## config.mk

```make
export PLATFORM = sky130hd
export DESIGN_NAME = fifo_id_buf
export DESIGN_NICKNAME = d
export VERILOG_FILES = /design/src/rtl/fifo_id_buf_pkg.sv /design/src/rtl/fifo_id_buf.sv
export SDC_FILE = /design/constraint.sdc
export NUM_CORES = 1
export LEC_CHECK = 0
export BUFFER_PORTS_ARGS = -buffer_cell sky130_fd_sc_hd__buf_2
export CORE_ASPECT_RATIO = 1.2
export CORE_MARGIN = 2
export CORE_UTILIZATION = 53
export DETAILED_ROUTE_END_ITERATION = 7
export PLACE_DENSITY = 0.85
export RECOVER_POWER = 100
export SLEW_MARGIN = 25
export SYNTH_ARGS = -nofsm -noshare
export SYNTH_HDL_FRONTEND = slang
export SYNTH_SLANG_ARGS = --single-unit
```

## constraint.sdc

```tcl
create_clock -name clk -period 15.9 [get_ports clk]
set_input_delay 4.77 -clock clk [delete_from_list [all_inputs] [get_ports clk]]
set_output_delay 4.77 -clock clk [all_outputs]
set_load 0.03 [all_outputs]
```

## src/rtl/fifo_id_buf_pkg.sv

```systemverilog
// ============================================================================
// fifo_id_buf_pkg
// Shared constants for the fetch-to-decode instruction bundle buffer:
// NOP encoding, reset PC, default sideband field widths and a saturating
// counter helper.
// Revision: 1.0
// ============================================================================
`default_nettype none

package fifo_id_buf_pkg;

    // Encoding presented in every slot while no bundle is available.
    localparam logic [31:0] INST_NOP = 32'h0340_0000;

    // PC shown on the outputs while no bundle is available.
    localparam logic [31:0] PC_RESET = 32'h1c00_0000;

    // Default sideband layout: badv, cookie, exception code, exception flag,
    // ibar flag and cacop bits.
    localparam int SIDE_BADV_W      = 32;
    localparam int SIDE_COOKIE_W    = 32;
    localparam int SIDE_EXCP_W      = 6;
    localparam int SIDE_EXCP_FLAG_W = 1;
    localparam int SIDE_IBAR_W      = 1;
    localparam int SIDE_CACOP_W     = 3;
    localparam int SIDE_W_DEF       = SIDE_BADV_W + SIDE_COOKIE_W + SIDE_EXCP_W
                                    + SIDE_EXCP_FLAG_W + SIDE_IBAR_W + SIDE_CACOP_W;

    // Increment that sticks at all-ones instead of wrapping.
    function automatic logic [31:0] sat_inc32(input logic [31:0] v);
        return (v == 32'hFFFF_FFFF) ? v : v + 32'd1;
    endfunction

endpackage

`default_nettype wire

```

## src/rtl/fifo_id_buf.sv

```systemverilog
// ============================================================================
// fifo_id_buf
// Circular buffer of instruction bundles between the fetch buffer and decode.
// Head entry drives the outputs straight from storage; an empty buffer shows
// a NOP bundle. Also tracks the last flush cause and decode-starved cycles.
// Revision: 1.0
// ============================================================================
`default_nettype none

module fifo_id_buf
    import fifo_id_buf_pkg::*;
#(
    parameter int ISSUE_W = 2,
    parameter int DEPTH   = 2,
    parameter int SIDE_W  = SIDE_W_DEF
) (
    input  logic                          clk,
    input  logic                          rstn,
    input  logic                          flush,
    input  logic [1:0]                    flush_cause,
    input  logic                          in_valid,
    output logic                          in_ready,
    input  logic [ISSUE_W-1:0]            in_slot_vld,
    input  logic [32*ISSUE_W-1:0]         in_inst,
    input  logic [31:0]                   in_pc,
    input  logic [SIDE_W-1:0]             in_side,
    output logic                          out_valid,
    input  logic                          out_ready,
    output logic [ISSUE_W-1:0]            out_slot_vld,
    output logic [32*ISSUE_W-1:0]         out_inst,
    output logic [31:0]                   out_pc,
    output logic [SIDE_W-1:0]             out_side,
    output logic [$clog2(DEPTH+1)-1:0]    count,
    output logic [1:0]                    last_flush_cause,
    output logic [31:0]                   bubble_cnt
);

    localparam int PTR_W = $clog2(DEPTH);
    localparam int CNT_W = $clog2(DEPTH+1);
    localparam logic [CNT_W-1:0] CNT_FULL = CNT_W'(DEPTH);

    // Bundle storage; contents are only meaningful between head and tail.
    logic [ISSUE_W-1:0]    slot_vld_mem [DEPTH];
    logic [32*ISSUE_W-1:0] inst_mem     [DEPTH];
    logic [31:0]           pc_mem       [DEPTH];
    logic [SIDE_W-1:0]     side_mem     [DEPTH];

    logic [PTR_W-1:0] head_q,   head_d;
    logic [PTR_W-1:0] tail_q,   tail_d;
    logic [CNT_W-1:0] count_q,  count_d;
    logic [1:0]       cause_q,  cause_d;
    logic [31:0]      bubble_q, bubble_d;

    logic full;
    logic empty;
    logic push;
    logic pop;

    // Handshakes; in_ready depends only on occupancy, so a pop never frees
    // room for a push in the same cycle. Flush suppresses both.
    assign full  = (count_q == CNT_FULL);
    assign empty = (count_q == '0);
    assign push  = in_valid && !full && !flush;
    assign pop   = out_ready && !empty && !flush;

    // Next-state for pointers, occupancy, flush cause and bubble counter.
    always_comb begin
        head_d   = head_q;
        tail_d   = tail_q;
        count_d  = count_q;
        cause_d  = cause_q;
        bubble_d = bubble_q;
        if (flush) begin
            head_d  = '0;
            tail_d  = '0;
            count_d = '0;
            cause_d = flush_cause;
        end else begin
            if (push) begin
                tail_d = tail_q + PTR_W'(1);
            end
            if (pop) begin
                head_d = head_q + PTR_W'(1);
            end
            if (push && !pop) begin
                count_d = count_q + CNT_W'(1);
            end else if (pop && !push) begin
                count_d = count_q - CNT_W'(1);
            end
        end
        if (out_ready && empty && !flush) begin
            bubble_d = sat_inc32(bubble_q);
        end
    end

    // Control state with asynchronous active-low clear.
    always_ff @(posedge clk or negedge rstn) begin
        if (!rstn) begin
            head_q   <= '0;
            tail_q   <= '0;
            count_q  <= '0;
            cause_q  <= '0;
            bubble_q <= '0;
        end else begin
            head_q   <= head_d;
            tail_q   <= tail_d;
            count_q  <= count_d;
            cause_q  <= cause_d;
            bubble_q <= bubble_d;
        end
    end

    // Storage write at the tail; no reset since occupancy gates visibility.
    always_ff @(posedge clk) begin
        if (push) begin
            slot_vld_mem[tail_q] <= in_slot_vld;
            inst_mem[tail_q]     <= in_inst;
            pc_mem[tail_q]       <= in_pc;
            side_mem[tail_q]     <= in_side;
        end
    end

    // Head entry straight from storage, or the NOP bundle when empty.
    always_comb begin
        out_valid    = !empty;
        in_ready     = !full;
        out_slot_vld = '0;
        out_inst     = {ISSUE_W{INST_NOP}};
        out_pc       = PC_RESET;
        out_side     = '0;
        if (!empty) begin
            out_slot_vld = slot_vld_mem[head_q];
            out_inst     = inst_mem[head_q];
            out_pc       = pc_mem[head_q];
            out_side     = side_mem[head_q];
        end
    end

    assign count            = count_q;
    assign last_flush_cause = cause_q;
    assign bubble_cnt       = bubble_q;

endmodule

`default_nettype wire

```

==> metrics <==
first-pass GRT wire length=49,500 um; Vias=around 9,000; Clk pwr share=about 36%; iteration count of the initial detailed-routing pass=5; IO buf count=390; Syn-to-layout area delta=20.6%; Unique masters post-synth=37; Post-DP HPWL=approximately 23,000 um; largest net degree at the start of global routing=between 80 and 90; CTS H-tree lvls=2; Final Hold Violating Endpoints=0; initial core utilization=between 50% and 60%; CTS Hold Buffers Added=0; Worst Tran Pin Value=about 4.6 ns; Avg Cell Area, Syn=between 15 and 20 um2; die area=a little under 30,000 um2; DR WL/cell=19.6 um; crit-path max cell delay=2.53 ns; final net count=approximately 1,500; final antenna-violating net count=0; ys flop type=edfxtp_1; fin util=64.5%; WL met3=between 3000 and 4000 um; critical path cell sequence=nor2_4, clkbuf_1, inv_1, nand2_1, clkbuf_1; FP Rows=67; switching share of power=between 20% and 30%; Fmax=approximately 100 MHz; total gr overflow=0; CP Capture Type=output port; Clock transition at path regs=roughly 0.060 ns; ys async rst share=under 10%; Peak VDD IR=around 0.16 mV; sequential area share after synthesis=about three quarters; reg-to-reg setup timing slack=roughly 10 ns; switching power=around 580 uW; clock root cell=clkbuf_16; critical path data arrival time=roughly 5.3 ns; total CTS buffers=38; Comb pwr share=between 10% and 20%; Die Wd=approximately 160 um; clk sinks=~380; initial drt markers=537; worst skew pair latency=0.52 ns; sequential group share of total power=approximately half; min Tclk post-route=10.04 ns; status=complete, but fails checks; violated checks=max-capacitance violations, max-slew violations; RSZ-0062 raised after global routing=false; GRT Util Overall=between 20% and 30%; vias per cell=5.43; DRC=0; most used cell, CP=clkbuf_1; Synth Cell Area=around 15,000 um2; post-cts resize count=0; final worst slack=about 6 ns; DR top layer=met5; Power Internal=about 1.7 mW; CP max FO=80; setup TNS=0 ns; gpl congestion=about 0.85; crit path kind=register to output port; WHS Endpoint=bubble_cnt[20]$_DFFE_PN0P_; crit path max-delay cell type=clkbuf_1; Pwr Density=128 nW/um2; Post-Route WL=33,200 um; LEAKAGE=about 6.1 nW; worst rel slew slack=-208%; # setup viols final=0; number of synthesized flops with an enable pin=~350; cell family with the largest share of critical-path delay=buffers and inverters; Filler cells=approximately 2,100; Mapped Cells=914; worst endpoint required time=11.13 ns; hold-critical path depth=1; worst reg2reg path depth=5; clock skew=roughly 0.021 ns; Slew Limit Fails=518; warnings from Yosys=0; metal2 WL=around 17,000 um; core box area=27,700 um2; fin crit share=63.1%; Reg-to-Reg Start=count[0]$_DFFE_PN0P_; Die H=between 150 and 200 um; worst min path class=register to register; #FFs+latches synth=between 300 and 400; Crit path buffers/inverters=3; met1 WL=11,400 um; max-cap violation count=8; Setup Fix Bufs, Post-CTS=0; Syn Nets=around 1,100; antenna violations before repair=7; R2R Path End=pc_mem[0][18]$_DFFE_PP_; Bufs on Longest Clock Path=3; vias in the first global route=9,434; CTS tree=yes; IO Pins=391; pre-CTS setup slack=about 8.3 ns; share of layout cells above drive strength 1=a little under an eighth; hold wc startpoint=bubble_cnt[20]$_DFFE_PN0P_; Startpoint Class=register
==> flip-flops by register name, indices dropped and copies added, names as in the netlist <==
register and cells:
inst_mem 128, head_q 1, slot_vld_mem 4, bubble_cnt 32
tail_q 1, pc_mem 64, count 2, last_flush_cause 2
side_mem 150
==> power by group through the flow <==
stage	registers [mW]	clock network [mW]	logic, mW
finish	1.18	0.819	0.285
CTS	1.18	0.835	0.300
global placement	1.20	0	0.292
detailed placement	1.20	0	0.298
global route	1.19	0.871	0.306
floorplan	1.21	0	0.184
==> routing by layer <==
metal	GRT usage [%]	up-vias
met5	0	-
met4	11.0	4
met3	7.97	107
met2	38.6	438
met1	23.2	4437
li1	-	4189
==> placed cells by master (no fill, tap or decap), types with 2 or more instances in the layout <==
master | synthesis | routed
xnor2_1 | 8 | 8
clkinv_2 | 0 | 5
clkbuf_1 | 24 | 310
nor2_1 | 186 | 185
a31oi_1 | 4 | 5
mux2_2 | 3 | 3
nor3b_1 | 2 | 2
dfrtp_1 | 38 | 37
and3_2 | 2 | 2
buf_1 | 16 | 2
clkinvlp_4 | 0 | 3
inv_1 | 4 | 4
edfxtp_1 | 346 | 346
diode_2 | 0 | 6
xor2_1 | 21 | 21
buf_2 | 2 | 96
a21oi_1 | 3 | 3
nand4_1 | 9 | 9
nand2_1 | 27 | 27
and3_1 | 3 | 3
o21ai_0 | 3 | 3
nand2b_1 | 2 | 2
mux2i_1 | 173 | 173
clkinv_1 | 0 | 6
clkbuf_16 | 0 | 39
nand3_1 | 8 | 8
buf_4 | 0 | 3
and4_1 | 8 | 8
clkinv_8 | 0 | 2
and2_1 | 2 | 2
nor3_1 | 7 | 8
a21boi_0 | 1 | 2
==> how the worst max path moves through the flow <==
stage | from | to | slack [ns] | depth (start not counted)
floorplan | in_valid | inst_mem[1][0]$_DFFE_PP_ | 3.68 | 2
global placement | head_q$_DFFE_PN0P_ | out_side[64] | 8.45 | 5
detailed placement | head_q$_DFFE_PN0P_ | out_side[44] | 8.33 | 5
CTS | head_q$_DFFE_PN0P_ | out_side[44] | 7.76 | 5
global route | count[0]$_DFFE_PN0P_ | out_pc[27] | 5.30 | 5
finish | count[0]$_DFFE_PN0P_ | out_pc[27] | 5.86 | 5
==> Yosys cell counts (2+ instances only) <==
| cell | n | area (um2) |
|---|---|---|
| mux2i_1 | 173 | 1730 |
| and3_2 | 2 | 15.0 |
| nor3b_1 | 2 | 15.0 |
| dfrtp_1 | 38 | 951 |
| clkbuf_1 | 24 | 90.1 |
| nand2b_1 | 2 | 12.5 |
| inv_1 | 4 | 15.0 |
| nor3_1 | 7 | 35.0 |
| nand3_1 | 8 | 40.0 |
| and4_1 | 8 | 70.1 |
| edfxtp_1 | 346 | 10400 |
| buf_2 | 2 | 10.0 |
| a31oi_1 | 4 | 25.0 |
| and2_1 | 2 | 12.5 |
| and3_1 | 3 | 18.8 |
| buf_1 | 16 | 60.1 |
| nand2_1 | 27 | 101 |
| a21oi_1 | 3 | 15.0 |
| xor2_1 | 21 | 184 |
| mux2_2 | 3 | 33.8 |
| nor2_1 | 186 | 698 |
| xnor2_1 | 8 | 70.1 |
| nand4_1 | 9 | 56.3 |
| o21ai_0 | 3 | 15.0 |
==> cells by family after synthesis <==
group | synth area share, %
AOI/OAI and AO/OA | 0.829
xor gates and xnor gates | 1.72
adders and majority gates | 0.0846
buffers and inverters | 1.26
DFF | 76.7
muxes | 11.9
and+or+nand+nor | 7.52
==> area by class of cell <==
cell class,count,area [um2],area share (%)
flip-flops and latches,384,11300,63.6
multi-input cells,483,3250,18.2
repair buffers,402,1640,9.19
clock buffers,48,1010,5.66
well taps,345,432,2.42
clock inverters,18,141,0.792
inverters,4,15.0,0.0841
diodes,6,15.0,0.0841
==> stage by stage <==
stage	power [mW]	instances	hold WS, ns	cell area (um2)
after global routing	2.36	1688	0.519	17800
after floorplan	1.40	914	0.536	14800
after detailed placement	1.50	1617	0.494	17100
final	2.29	1690	0.508	17800
after global placement	1.49	1616	0.474	17100
after CTS	2.31	1683	0.503	18300
Power figures use the tool's default switching activity.
